==> src/rtl/flat_array_serializer_if.sv <==
// Stream bundle between a flat-array producer, the serializer and a narrow
// element consumer. The serializer connects through the slave modport; the
// surrounding environment (producer plus consumer) uses the master modport.
interface flat_array_serializer_if #(
  parameter int BIT_WIDTH = 4,
  parameter int ROWS      = 8,
  parameter int COLS      = 8
);
  localparam int N  = ROWS * COLS;
  localparam int RW = (ROWS > 1) ? $clog2(ROWS) : 1;
  localparam int CW = (COLS > 1) ? $clog2(COLS) : 1;

  logic [N*BIT_WIDTH-1:0] in_data;
  logic                   in_valid;
  logic                   in_ready;
  logic [BIT_WIDTH-1:0]   out_data;
  logic                   out_valid;
  logic                   out_ready;
  logic [RW-1:0]          out_row;
  logic [CW-1:0]          out_col;
  logic                   out_last;

  modport master (
    output in_data, in_valid, out_ready,
    input  in_ready, out_data, out_valid, out_row, out_col, out_last
  );

  modport slave (
    input  in_data, in_valid, out_ready,
    output in_ready, out_data, out_valid, out_row, out_col, out_last
  );
endinterface

==> src/rtl/flat_array_serializer.sv <==
// Serializes one flat ROWS*COLS array word into single elements, row index
// fastest, each tagged with its row/column and a last flag. A new word can be
// taken on the last beat of the previous one, so streaming has no bubbles.
module flat_array_serializer #(
  parameter int BIT_WIDTH = 4,
  parameter int ROWS      = 8,
  parameter int COLS      = 8
) (
  input logic                    clk,
  input logic                    rst,
  flat_array_serializer_if.slave bus
);
  localparam int N  = ROWS * COLS;
  localparam int RW = (ROWS > 1) ? $clog2(ROWS) : 1;
  localparam int CW = (COLS > 1) ? $clog2(COLS) : 1;

  localparam logic [RW-1:0] ROW_MAX = RW'(ROWS - 1);
  localparam logic [CW-1:0] COL_MAX = CW'(COLS - 1);

  typedef enum logic [0:0] {
    IDLE,
    STREAM
  } state_t;

  state_t                 state;
  state_t                 next_state;
  logic [N*BIT_WIDTH-1:0] shreg;
  logic [RW-1:0]          row;
  logic [CW-1:0]          col;
  logic                   out_valid;
  logic                   out_last;
  logic                   in_ready;
  logic                   fire_in;
  logic                   fire_out;

  // State register; reset abandons any partially emitted word.
  always_ff @(posedge clk or posedge rst) begin
    if (rst) begin
      state <= IDLE;
    end else begin
      state <= next_state;
    end
  end

  // Handshake decode and next state; a last beat doubles as an input slot.
  always_comb begin
    out_valid  = 1'b0;
    out_last   = 1'b0;
    in_ready   = 1'b0;
    fire_in    = 1'b0;
    fire_out   = 1'b0;
    next_state = state;

    out_valid = (state == STREAM);
    out_last  = out_valid && (row == ROW_MAX) && (col == COL_MAX);
    fire_out  = out_valid && bus.out_ready;
    in_ready  = (state == IDLE) || (fire_out && out_last);
    fire_in   = bus.in_valid && in_ready;

    if (fire_in) begin
      next_state = STREAM;
    end else if (fire_out && out_last) begin
      next_state = IDLE;
    end
  end

  // Element shift register and row/column counters; the lowest element is
  // always the one on display, and indices return to zero after the last beat.
  always_ff @(posedge clk or posedge rst) begin
    if (rst) begin
      shreg <= '0;
      row   <= '0;
      col   <= '0;
    end else if (fire_in) begin
      shreg <= bus.in_data;
      row   <= '0;
      col   <= '0;
    end else if (fire_out) begin
      shreg <= shreg >> BIT_WIDTH;
      if (out_last) begin
        row <= '0;
        col <= '0;
      end else if (row == ROW_MAX) begin
        row <= '0;
        col <= col + CW'(1);
      end else begin
        row <= row + RW'(1);
      end
    end
  end

  assign bus.in_ready  = in_ready;
  assign bus.out_valid = out_valid;
  assign bus.out_last  = out_last;
  assign bus.out_data  = shreg[BIT_WIDTH-1:0];
  assign bus.out_row   = row;
  assign bus.out_col   = col;
endmodule

==> src/flat_wrapper.sv <==
// flat-port wrapper written by rule: the top's interface ports become plain ports
module flat_array_serializer_flat 
#(
  parameter int BIT_WIDTH = 4,
  parameter int ROWS      = 8,
  parameter int COLS      = 8
)
  (clk, rst, bus_in_data, bus_in_valid, bus_out_ready, bus_in_ready, bus_out_data, bus_out_valid, bus_out_row, bus_out_col, bus_out_last);
  flat_array_serializer_if #(.BIT_WIDTH(BIT_WIDTH), .ROWS(ROWS), .COLS(COLS)) bus_i ();
  input logic clk;
  input logic rst;
  input wire logic [$bits(bus_i.in_data)-1:0] bus_in_data;
  input wire logic [$bits(bus_i.in_valid)-1:0] bus_in_valid;
  input wire logic [$bits(bus_i.out_ready)-1:0] bus_out_ready;
  output wire logic [$bits(bus_i.in_ready)-1:0] bus_in_ready;
  output wire logic [$bits(bus_i.out_data)-1:0] bus_out_data;
  output wire logic [$bits(bus_i.out_valid)-1:0] bus_out_valid;
  output wire logic [$bits(bus_i.out_row)-1:0] bus_out_row;
  output wire logic [$bits(bus_i.out_col)-1:0] bus_out_col;
  output wire logic [$bits(bus_i.out_last)-1:0] bus_out_last;
  assign bus_i.in_data = bus_in_data;
  assign bus_i.in_valid = bus_in_valid;
  assign bus_i.out_ready = bus_out_ready;
  assign bus_in_ready = bus_i.in_ready;
  assign bus_out_data = bus_i.out_data;
  assign bus_out_valid = bus_i.out_valid;
  assign bus_out_row = bus_i.out_row;
  assign bus_out_col = bus_i.out_col;
  assign bus_out_last = bus_i.out_last;
  flat_array_serializer #(.BIT_WIDTH(BIT_WIDTH), .ROWS(ROWS), .COLS(COLS)) u_core (.clk(clk), .rst(rst), .bus(bus_i));
endmodule
==> config.mk <==
export PLATFORM = sky130hd
export DESIGN_NAME = flat_array_serializer_flat
export DESIGN_NICKNAME = d
export VERILOG_FILES = /design/src/rtl/flat_array_serializer_if.sv /design/src/rtl/flat_array_serializer.sv /design/src/flat_wrapper.sv
export SDC_FILE = /design/constraint.sdc
export NUM_CORES = 1
export LEC_CHECK = 0
export CORE_MARGIN = 2
export CORE_UTILIZATION = 47
export CTS_CLUSTER_DIAMETER = 80
export DETAILED_ROUTE_END_ITERATION = 12
export GPL_TIMING_DRIVEN = 0
export PLACE_DENSITY = 0.78
export RECOVER_POWER = 50
export SYNTH_ARGS = -nofsm -noshare
export SYNTH_HDL_FRONTEND = slang
export SYNTH_SLANG_ARGS = --single-unit
==> constraint.sdc <==
create_clock -name clk -period 16.2 [get_ports clk]
set_input_delay 4.86 -clock clk [delete_from_list [all_inputs] [get_ports clk]]
set_output_delay 4.86 -clock clk [all_outputs]
set_load 0.05 [all_outputs]
==> out/results.txt <==
Worst EP arrival - 7.44 ns
Post-synthesis mux area share - 0.0903
Clk pin slew, worst setup/hold paths - 0.06 ns
Post-Synth Simple-Gate Area - 0.0705
DRT antenna net count - 0
WS Path Type - primary input to output port
Largest net degree at the start of global routing - 126
Worst-Margin Slew - 4.42 ns
Min-delay worst type - flip-flop to flip-flop
Core area - 28500 µm²
Routed vias - 11700
Final Cycle Share - 0.759
Commonest non-fill, non-tap cell in the layout - clkdlybuf4s50_1
P_sw - 0.542 mW
Sw frac - 0.272
Clk_lat worst skew - 0.55 ns
Post-DR vias/cell - 6.10
Placed instance area - 16800 µm²
Commonest non-fill, non-tap cells in the layout - clkdlybuf4s50_1, dfrtp_1, o21ai_0
Library cells used by synthesis - 26
Drt total wl - 40900 µm
First-pass GRT wire length - 64200 µm
Die W - 174 µm
Sequential Power Share - 0.432
GRT Total Usage - 0.263
CTS tree - built
Static leakage - 6.70 nW
Critical Path Start Type - primary input
Syn avg cell area - 11.4 µm²
Pre-Repair DR Iteration Count - 5
Final Hold Viols - 0
Ys async rst share - 1.00
MaxCap Viol Count - 2
Die Y - 174 µm
Xor/xnor share of the synthesized area - 0
Worst hold slack - 0.516 ns
Synthesized area - 13500 µm²
Post-synth EDFFs - 0
Crit-path max cell delay - 0.91 ns
Failing checks - capacitance limit, slew limit
Slew headroom - -1.94
# setup viols final - 0
Row Count - 62
Area growth, synth to finish - 31.9%
Fmax - 0.0813 GHz
Clk pwr share - 0.363
Main combinational cell family by area after synthesis - compound AO/OA/AOI/OAI gates
Most used DFF post-synth - dfrtp_1
Mapped Cells - 1186
Share of cells above drive strength 1 - 0.167
Slowest-stage cell, CP - clkdlybuf4s50_1
WP data required - 11.34 ns
Yosys warning count - 0
Final Cell Area - 17800 µm²
Root Driver - clkbuf_16
Hold_buf cts - 0
Synth Net Count - 1450
Crit Path Max Fanout - 10
GP Congestion - 0.850
Dpl hpwl - 28100 µm
Num CTS Buffers - 30
Initial antenna violation count - 17
Post-layout nets - 1755
Setup bufs post-CTS - 0
Fin. max-slew vios - 141
Register area share after synthesis - 0.487
Adder-cell share of the synthesized area - 0.00370
Initial Utilization - 0.474
Flops & latches, synth - 263
Grt total ovfl - 0
Fin util - 0.625
Detailed Route Iter0 Violations - 1096
# DRC - 0
H-tree Lvls - 1
Post-CTS Resized - 0
Routed len/inst - 21.4 µm
Die area - 30200 µm²
P_int - 1.45 mW
Vias in the first global route - 11600
CP endpoint kind - output port
Minimum clock period - 12.30 ns
Comb power frac - 0.205
Clk_skew - 0.0186 ns
CP cell instances - dlygate4sd3_1, clkbuf_1, inv_1, o21ai_0, clkdlybuf4s50_1
Setup_tns - 0 ns
Unrepaired setup endpoints after global routing - false
Boundary pin count - 273
P per Cell Area - 112 nW/µm²
PortBufs - 271
Clock Tree Buf Depth - 3
CTS sink count - 263
Maximum vdd drop - 76.3 µV
Outcome - complete, but fails checks
Synth Area in Compound Gates - 0.305
## cell type report
class | count | area, µm²
flip-flops and latches | 263 | 6580
well taps | 384 | 480
clock buffers | 38 | 852
plain buffers | 131 | 578
multi-input cells | 789 | 6350
repair buffers | 273 | 2740
inverters | 3 | 12.5
fillers | 2318 | 10700
diodes | 13 | 32.5
clock inverters | 18 | 214
## flip-flops by register name, summed over array words and instances (netlist names)
signal	cells
u_core.bus.out_col	3
u_core.bus.out_row	3
u_core.shreg	256
u_core.bus.out_valid	1
## cell usage after synthesis, drive strengths merged, types with 3 or more instances
| master | n | share of area |
|---|---|---|
| a21oi | 3 | 0.0011 |
| a22o | 4 | 0.0026 |
| buf | 54 | 0.021 |
| clkbuf | 77 | 0.021 |
| dfrtp | 263 | 0.49 |
| ha | 4 | 0.0037 |
| inv | 3 | 0.00083 |
| mux2i | 122 | 0.090 |
| nand2 | 8 | 0.0022 |
| nand2b | 134 | 0.062 |
| nand3 | 5 | 0.0018 |
| nor2 | 3 | 0.00083 |
| o21ai | 246 | 0.091 |
| o221a | 252 | 0.21 |
## stage by stage
step	std cells	total power, mW	worst slack [ns]
after floorplan	1186	1.11	4.10
after global placement	1841	1.25	0.488
after detailed placement	1843	1.27	4.02
after CTS	1899	2.00	3.99
after global routing	1911	2.08	3.78
final	1912	1.99	3.90
## power groups by stage
| stage | combinational [mW] | sequential [mW] | clock (mW) |
|---|---|---|---|
| CTS | 0.409 | 0.857 | 0.734 |
| global route | 0.442 | 0.872 | 0.761 |
| floorplan | 0.253 | 0.856 | 0 |
| global placement | 0.392 | 0.862 | 0 |
| finish | 0.408 | 0.861 | 0.723 |
| detailed placement | 0.408 | 0.864 | 0 |
## logic make-up (layout without fill, tap and decap cells)
logic type	count (synthesis)	after routing
compound gates	507	507
fa+ha+maj	4	4
buf+inv	134	463
flops	263	263
mux	122	122
other cells	0	13
simple gates	156	156
## path summary, 6_finish.rpt
path                                             from           endpoint  slack, ns  cells past startpoint
worst max-delay path                    bus_out_ready       bus_in_ready       3.90                      5
worst min-delay path                u_core.shreg[252]  u_core.shreg[252]       0.52                      1
worst max register to register  u_core.bus.out_row[0]  u_core.shreg[248]      13.30                      7
worst min register to register      u_core.shreg[252]  u_core.shreg[252]       0.52                      1
max in group asynchronous                         rst   u_core.shreg[38]       5.67                      3
min in group asynchronous                         rst  u_core.shreg[185]       5.48                      2
## metal layers
| layer | vias up | global-route usage | wire [µm] |
|---|---|---|---|
| met5 | - | 0 | 44 |
| met4 | 6 | 0.0917 | 1150 |
| met3 | 72 | 0.0544 | 2830 |
| met2 | 430 | 0.414 | 19000 |
| met1 | 5883 | 0.362 | 17800 |
| li1 | 5277 | - | - |
## worst max-delay path, delay by kind of cell
kind	cells	cell delay, ns
buffers and inverters	4	2.10
AO/OA/AOI/OAI	1	0.47
Power figures use the tool's default switching activity.
